--- src/rtl/tick_period_meter.sv ---
// Measures the period of a single-cycle tick stream in clk cycles and offers each
// completed period on a valid/ready port, with lock, timeout and overrun flags.
module tick_period_meter #(
    parameter int W = 8
) (
    input  logic         clk,
    input  logic         reset,
    input  logic         en,
    input  logic         tick,
    input  logic         period_ready,
    output logic [W-1:0] period,
    output logic         period_valid,
    output logic         locked,
    output logic         timeout,
    output logic         overrun
);

    typedef enum logic [1:0] {IDLE, ARMED, MEASURE} state_t;

    // Last counter value before the period would exceed 2^W-1.
    localparam logic [W-1:0] CNT_LAST = {{(W-1){1'b1}}, 1'b0};

    state_t         state_q, state_d;
    logic [W-1:0]   cnt_q, cnt_d;
    logic [W-1:0]   period_q, period_d;
    logic [W-1:0]   prev_q, prev_d;
    logic           have_prev_q, have_prev_d;
    logic           period_valid_q, period_valid_d;
    logic           locked_q, locked_d;
    logic           timeout_q, timeout_d;
    logic           overrun_q, overrun_d;
    logic           result;
    logic [W-1:0]   res_val;

    always_comb begin
        state_d        = state_q;
        cnt_d          = cnt_q;
        period_d       = period_q;
        prev_d         = prev_q;
        have_prev_d    = have_prev_q;
        period_valid_d = period_valid_q;
        locked_d       = locked_q;
        timeout_d      = timeout_q;
        overrun_d      = overrun_q;
        result         = 1'b0;
        res_val        = cnt_q + W'(1);

        if (!en) begin
            // A tick in the cycle en falls is dropped; period/valid keep draining.
            state_d     = IDLE;
            cnt_d       = '0;
            locked_d    = 1'b0;
            timeout_d   = 1'b0;
            overrun_d   = 1'b0;
            have_prev_d = 1'b0;
        end else begin
            case (state_q)
                IDLE: begin
                    state_d = ARMED;
                    cnt_d   = '0;
                end
                ARMED: begin
                    if (tick) begin
                        state_d   = MEASURE;
                        cnt_d     = '0;
                        timeout_d = 1'b0;
                    end
                end
                MEASURE: begin
                    if (tick) begin
                        result    = 1'b1;
                        cnt_d     = '0;
                        timeout_d = 1'b0;
                    end else if (cnt_q == CNT_LAST) begin
                        // Tick lost: next tick re-arms without emitting a result.
                        state_d     = ARMED;
                        cnt_d       = '0;
                        timeout_d   = 1'b1;
                        locked_d    = 1'b0;
                        have_prev_d = 1'b0;
                    end else begin
                        cnt_d = cnt_q + W'(1);
                    end
                end
                default: state_d = IDLE;
            endcase
        end

        if (result) begin
            period_d       = res_val;
            period_valid_d = 1'b1;
            locked_d       = have_prev_q && (res_val == prev_q);
            prev_d         = res_val;
            have_prev_d    = 1'b1;
            if (period_valid_q && !period_ready)
                overrun_d = 1'b1;
        end else if (period_valid_q && period_ready) begin
            period_valid_d = 1'b0;
        end
    end

    always_ff @(posedge clk or posedge reset) begin
        if (reset) begin
            state_q        <= IDLE;
            cnt_q          <= '0;
            period_q       <= '0;
            prev_q         <= '0;
            have_prev_q    <= 1'b0;
            period_valid_q <= 1'b0;
            locked_q       <= 1'b0;
            timeout_q      <= 1'b0;
            overrun_q      <= 1'b0;
        end else begin
            state_q        <= state_d;
            cnt_q          <= cnt_d;
            period_q       <= period_d;
            prev_q         <= prev_d;
            have_prev_q    <= have_prev_d;
            period_valid_q <= period_valid_d;
            locked_q       <= locked_d;
            timeout_q      <= timeout_d;
            overrun_q      <= overrun_d;
        end
    end

    assign period       = period_q;
    assign period_valid = period_valid_q;
    assign locked       = locked_q;
    assign timeout      = timeout_q;
    assign overrun      = overrun_q;

endmodule
--- config.mk ---
export PLATFORM = sky130hd
export DESIGN_NAME = tick_period_meter
export DESIGN_NICKNAME = d
export VERILOG_FILES = /design/src/rtl/tick_period_meter.sv
export SDC_FILE = /design/constraint.sdc
export NUM_CORES = 1
export LEC_CHECK = 0
export ABC_AREA = 1
export CORE_AREA = 2 2 62 64
export DETAILED_ROUTE_END_ITERATION = 16
export DIE_AREA = 0 0 64 66
export SLEW_MARGIN = 20
export SYNTH_ARGS = -nofsm -noshare
export SYNTH_HDL_FRONTEND = slang
export SYNTH_SLANG_ARGS = --single-unit
--- constraint.sdc ---
create_clock -name clk -period 1.6 [get_ports clk]
set_input_delay 0.32 -clock clk [delete_from_list [all_inputs] [get_ports clk]]
set_output_delay 0.32 -clock clk [all_outputs]
set_load 0.01 [all_outputs]
==> results.cfg, run 1 <==
[run_status]
status = finished, final reports clean

[sta]
setup-tns-final_ps = 0
relSlewSlack = 0.792
period_needed_ps = 1540
setup_viol = 0
drv_slew = 0
clock.fmax_mhz = 648
fin_skew_ps = 1.46
hold_viol_final = 0
worst_pin_slew_ps = 312
rsz0062_at_grt = yes
fin_crit_sh = 0.964

[critical_path]
crit_slowest_cell = clkdlybuf4s50_1
cp_num_buf_inv = 1
cp_max_fo = 2
required_ps = 1280
endpoint_kind = output port
start_kind = flop
critPathKind = flop to output port
cp.arrival_ps = 1220
crit_family = buffers and inverters
worstPathCellList = clkdlybuf4s50_1
cp_slowest_stage_delay_ps = 530

[floorplanning]
die_w_microns = 64
start_util = 0.383
die_h_microns = 66
ios = 17
core-area_sq_mm = 0.00355
num_rows = 22
die_area_sq_mm = 0.00422

[finish]
fin_nets = 230
drive_gt1_frac = 0.261
antenna_cells = 0
area_growth_pct = 36.7
final_cell_mix = 54 x nand2_1, 24 x buf_4, 22 x dfrtp_1, 16 x inv_1, 15 x nand3_1
fin_cells = 266
layout_commonest_cell = nand2_1

[pwr]
leakagePower_nw = 0.987
power_density_mw_per_mm2 = 771
ir_drop_v = 0.000507
power.total_w = 0.00143

[global_routing]
antenna_found_initial = 0
grt.total_usage = 0.172
grt_overflow_total = 0
grt_max_degree = 24
grt_pass1_vias = 1338
grt_first_pass_wirelength_microns = 5690

[yosys]
synth_fa_ha_area_frac = 0.0551
synth_mux_area_frac = 0
synth_compound_area_frac = 0.111
synthXorXnorAreaFrac = 0
synthesis.instances = 174
synth_area_sq_mm = 0.00136
synth_top_family_by_area = simple AND/OR/NAND/NOR gates
syn_nets = 185
yosysTopAreaCell = dfrtp_1
ys_ff_latch = 23
yosysWarnings = 0
post_synth.cell_area_avg_sq_um = 7.82
synth_cell_types = 21
ys_seq_area_frac = 0.423
synth-simple-area-share = 0.345
synth_area_leaders = dfrtp_1 42%, nand2_1 15%, ha_1 5.5%, nand3_1 5.5%, inv_1 5.0%
synth_top_cell_area_share = 0.423

[routing]
highest_layer = met3
wl_met2_microns = 1650
drt_first_pass_iters = 4
met3_length_microns = 118
drtIter0Drc = 53
routedWlPerCell_microns = 12.0
met1_length_microns = 1410
drc = 0
dr_total_vias = 1298
drt_wl_total_microns = 3180
viasPerCell = 4.88
postRouteAntennaNets = 0

[placed_design]
dpl.hpwl_microns = 2340
placed_cells = 251
numPortBuffers = 16
gp_congestion = 0.888

[clock_tree]
cts_hold_buf = 0
htreeDepth = 1
insertion_delay_ps = 310
clkTransAtPathRegs_ps = 140
root_buffer = clkbuf_4
cts_buffer_depth = 2
cts_made_buffers = 3
cts_tree = done
cts_sinks = 23

[min_path]
hold_path.class = primary input to async pin

[run]
cap_violations = 0
==> final timing paths <==
check	start	end	slack, ps	cells after the start
max	timeout$_DFFE_PP0P_	timeout	60	1
min	reset	prev_q[2]$_DFFE_PP0P_	330	3
max reg2reg	state_q[1]$_DFFE_PP0P_	cnt_q[7]$_DFFE_PP0P_	70	6
min reg2reg	locked$_DFFE_PP0P_	locked$_DFFE_PP0P_	510	2
max in group asynchronous	reset	cnt_q[0]$_DFFE_PP0P_	1010	3
min in group clk	locked$_DFFE_PP0P_	locked$_DFFE_PP0P_	510	2
==> per-stage QoR <==
step                      hold WS, ps  setup WS [ps]  utilization  area, sq um
after CTS                         339           2.72        0.498         1770
after floorplan                   322            146            -         1360
after global placement            451          -91.0        0.475         1690
final                             330           57.0        0.524         1860
after detailed placement          474           -142        0.475         1690
after global routing              362          -21.8        0.524         1860
==> per-layer routing <==
layer  global-route usage  up-vias
met4               0.0598        0
met1                0.198      622
met3               0.0324        0
met2                0.316       23
met5                    0        -
li1                     -      653
==> sequential cells by signal (all words and copies together), names as in the netlist <==
name and flops:
cnt_q 8, prev_q 8, state_q 2, have_prev_q 1, locked 1, overrun 1
period_valid 1, timeout 1
==> cell families after synthesis <==
logic type / Yosys count
and+or+nand+nor: 96
AOI/OAI and AO/OA: 25
DFF: 23
adders and majority gates: 6
buffers and inverters: 24
==> worst reg2reg max path, delay by kind of cell, from the launching register on <==
family                   cells  cell delay [ps]
AO/OA/AOI/OAI                2              420
flip-flops                   1              420
adder cells (fa/ha/maj)      1              310
buffers and inverters        3              310
==> cell type report <==
cell class,instances,area (sq um)
flip-flops and latches,23,577
well taps,48,60.1
clock inverters,1,5.00
multi-input cells,127,733
clock buffers,3,22.5
fillers,345,1690
inverters,22,82.6
repair buffers,42,380
==> synth_stat cells <==
cell type / number
nand2_1: 54
nand3_1: 15
nand4_1: 1
nor2_2: 1
nand2_2: 8
o21ai_1: 6
dfrtp_1: 23
inv_2: 4
ha_1: 6
nand4_4: 1
o31ai_4: 1
inv_1: 18
nor2_4: 2
o21ai_0: 11
o21bai_1: 1
nor2_1: 7
o22ai_1: 6
or3_1: 1
nand3_2: 3
nand3b_1: 3
clkbuf_1: 2
==> report_power, final <==
group	switching, W	total (W)	internal, W
combinational	0.000252	0.000488	0.000236
clock	0.000191	0.000285	0.0000935
sequential	0.0000349	0.000661	0.000627
==> timing repair <==
action | CTS | global route
gates cloned | 0 | 0
pin swaps | 0 | 4
setup buffers | 7 | 4
resized for setup | 0 | 19
setup endpoints to repair | 7 | 19
(Power assumes the default switching activity.)
==> inputs of run 2 (changes only) <==
--- a/config.mk
+++ b/config.mk
@@ -9,6 +9,7 @@
 export CORE_AREA = 2 2 62 64
 export DETAILED_ROUTE_END_ITERATION = 16
 export DIE_AREA = 0 0 64 66
+export SETUP_SLACK_MARGIN = 0.2
 export SLEW_MARGIN = 20
 export SYNTH_ARGS = -nofsm -noshare
 export SYNTH_HDL_FRONTEND = slang
==> run 2 against run 1 <==
Fmax increased by 0.65%. Clock skew grew 8.6 ps. First-iteration DRC count up 57%.
==> results.cfg, run 2 (same netlist as run 1, synthesis figures left out) <==
[sta]
clock.fmax_mhz = 652
whs_ps = 319
period_needed_ps = 1530
hold_viol_final = 0
relSlewSlack = 0.796
drv_slew = 0
fin_crit_sh = 0.958
worst_pin_slew_ps = 306
setup_viol = 0
rsz0062_at_grt = yes
fin_skew_ps = 10.0

[routing]
drt_first_pass_iters = 4
postRouteAntennaNets = 0
dr_total_vias = 1290
routedWlPerCell_microns = 12.9
viasPerCell = 4.83
drc = 0
drt_wl_total_microns = 3450
drtIter0Drc = 83

[clock_tree]
cts_made_buffers = 3
insertion_delay_ps = 310
cts_tree = done
clkTransAtPathRegs_ps = 130
htreeDepth = 1
root_buffer = clkbuf_4
cts_buffer_depth = 2
cts_sinks = 23

[placed_design]
placed_cells = 248
dpl.hpwl_microns = 2410
numPortBuffers = 16
gp_congestion = 0.822

[critical_path]
required_ps = 1870
start_kind = flop
cp_max_fo = 4
endpoint_kind = flop
critPathKind = flop to flop
cp.arrival_ps = 1800

[floorplanning]
num_rows = 22
start_util = 0.383
ios = 17
die_w_microns = 64
core-area_sq_mm = 0.00355
die_area_sq_mm = 0.00422
die_h_microns = 66

[finish]
fin_nets = 231
final_util = 0.558
layout_commonest_cell = nand2_1
fin_cells = 267
drive_gt1_frac = 0.347
largestRegisters = cnt_q x8, prev_q x8, state_q x2
area_growth_pct = 45.7
antenna_cells = 0
final_cell_mix = 51 x nand2_1, 21 x buf_4, 20 x dfrtp_1, 16 x inv_1, 13 x nand3_1

[global_routing]
grt_first_pass_wirelength_microns = 5640
grt_max_degree = 24
antenna_found_initial = 0
grt.total_usage = 0.171
grt_pass1_vias = 1277
grt_overflow_total = 0

[pwr]
clock_power_share = 0.175
switching_share = 0.341
pwr-share-comb = 0.399
switchingPower_w = 0.000535
seq_power_share = 0.425
leakagePower_nw = 0.962
power_density_mw_per_mm2 = 792
ir_drop_v = 0.000596
intPower_w = 0.00104

[min_path]
hold_path.class = primary input to async pin

[run_status]
status = finished, final reports clean

[run]
cap_violations = 0
run 2: metal layers:
layer	GRT usage	share of wire	wire, microns	vias up
li1	-	-	-	658
met1	0.208	0.43	1500	610
met2	0.319	0.53	1840	20
met3	0.0187	0.025	87	2
met4	0.0489	0.0055	19	0
met5	0	0	0	-
run 2: final cells by class:
type | instances | area, sq um
timing repair buffer | 43 | 377
multi-input combinational | 127 | 856
inverter | 22 | 85.1
clock buffer | 4 | 26.3
fill | 312 | 1570
tap | 48 | 60.1
sequential | 23 | 579
run 2: stage by stage:
stage | worst slack [ps] | TNS [ps] | cell area, sq um | total power [W]
4_1_cts | 44.3 | 0 | 1840 | 0.00147
6_report | 67.0 | 0 | 1980 | 0.00157
5_1_grt | -48.3 | -48.3 | 1980 | 0.00165
3_3_place_gp | -126 | -201 | 1680 | 0.00106
3_5_place_dp | -131 | -681 | 1680 | 0.00108
2_1_floorplan | 236 | 0 | 1380 | 0.000923
run 2: timing repair:
action | in CTS | in global routing
cloned | 0 | 1
gates resized for setup | 21 | 27
endpoints found under the setup margin | 28 | 23
hold buffers | 0 | 0
setup buffers | 12 | 2
pin swaps | 5 | 8
run 2: final timing paths:
kind                            slack, ps  cells after the start                 endpoint                     from
worst min register to register        490                      2  have_prev_q$_DFFE_PP0P_  have_prev_q$_DFFE_PP0P_
worst max-delay path                   70                     10       locked$_DFFE_PP0P_     cnt_q[1]$_DFFE_PP0P_
min in group clk                      490                      2  have_prev_q$_DFFE_PP0P_  have_prev_q$_DFFE_PP0P_
max in group asynchronous            1010                      3     cnt_q[3]$_DFFE_PP0P_                    reset
worst max register to register         70                     10       locked$_DFFE_PP0P_     cnt_q[1]$_DFFE_PP0P_
worst min-delay path                  320                      3    prev_q[2]$_DFFE_PP0P_                    reset
run 2: critical path, cell delays in order, from the launching register on:
cell     delay (ps)
dfrtp_1         420
buf_6           140
ha_4            280
o21ai_0          70
nor2_1           90
nand2_1          70
nor2_2          110
nand2_1          60
nor2_1           80
nand2_1          80
nand2_1          70
run 2: power by group through the flow:
stage	logic, W	registers (W)	clock network [W]
6_report	0.000627	0.000668	0.000275
2_1_floorplan	0.000241	0.000682	0
4_1_cts	0.000523	0.000659	0.000289
5_1_grt	0.000676	0.000674	0.000303
3_3_place_gp	0.000385	0.000675	0
3_5_place_dp	0.000397	0.000679	0
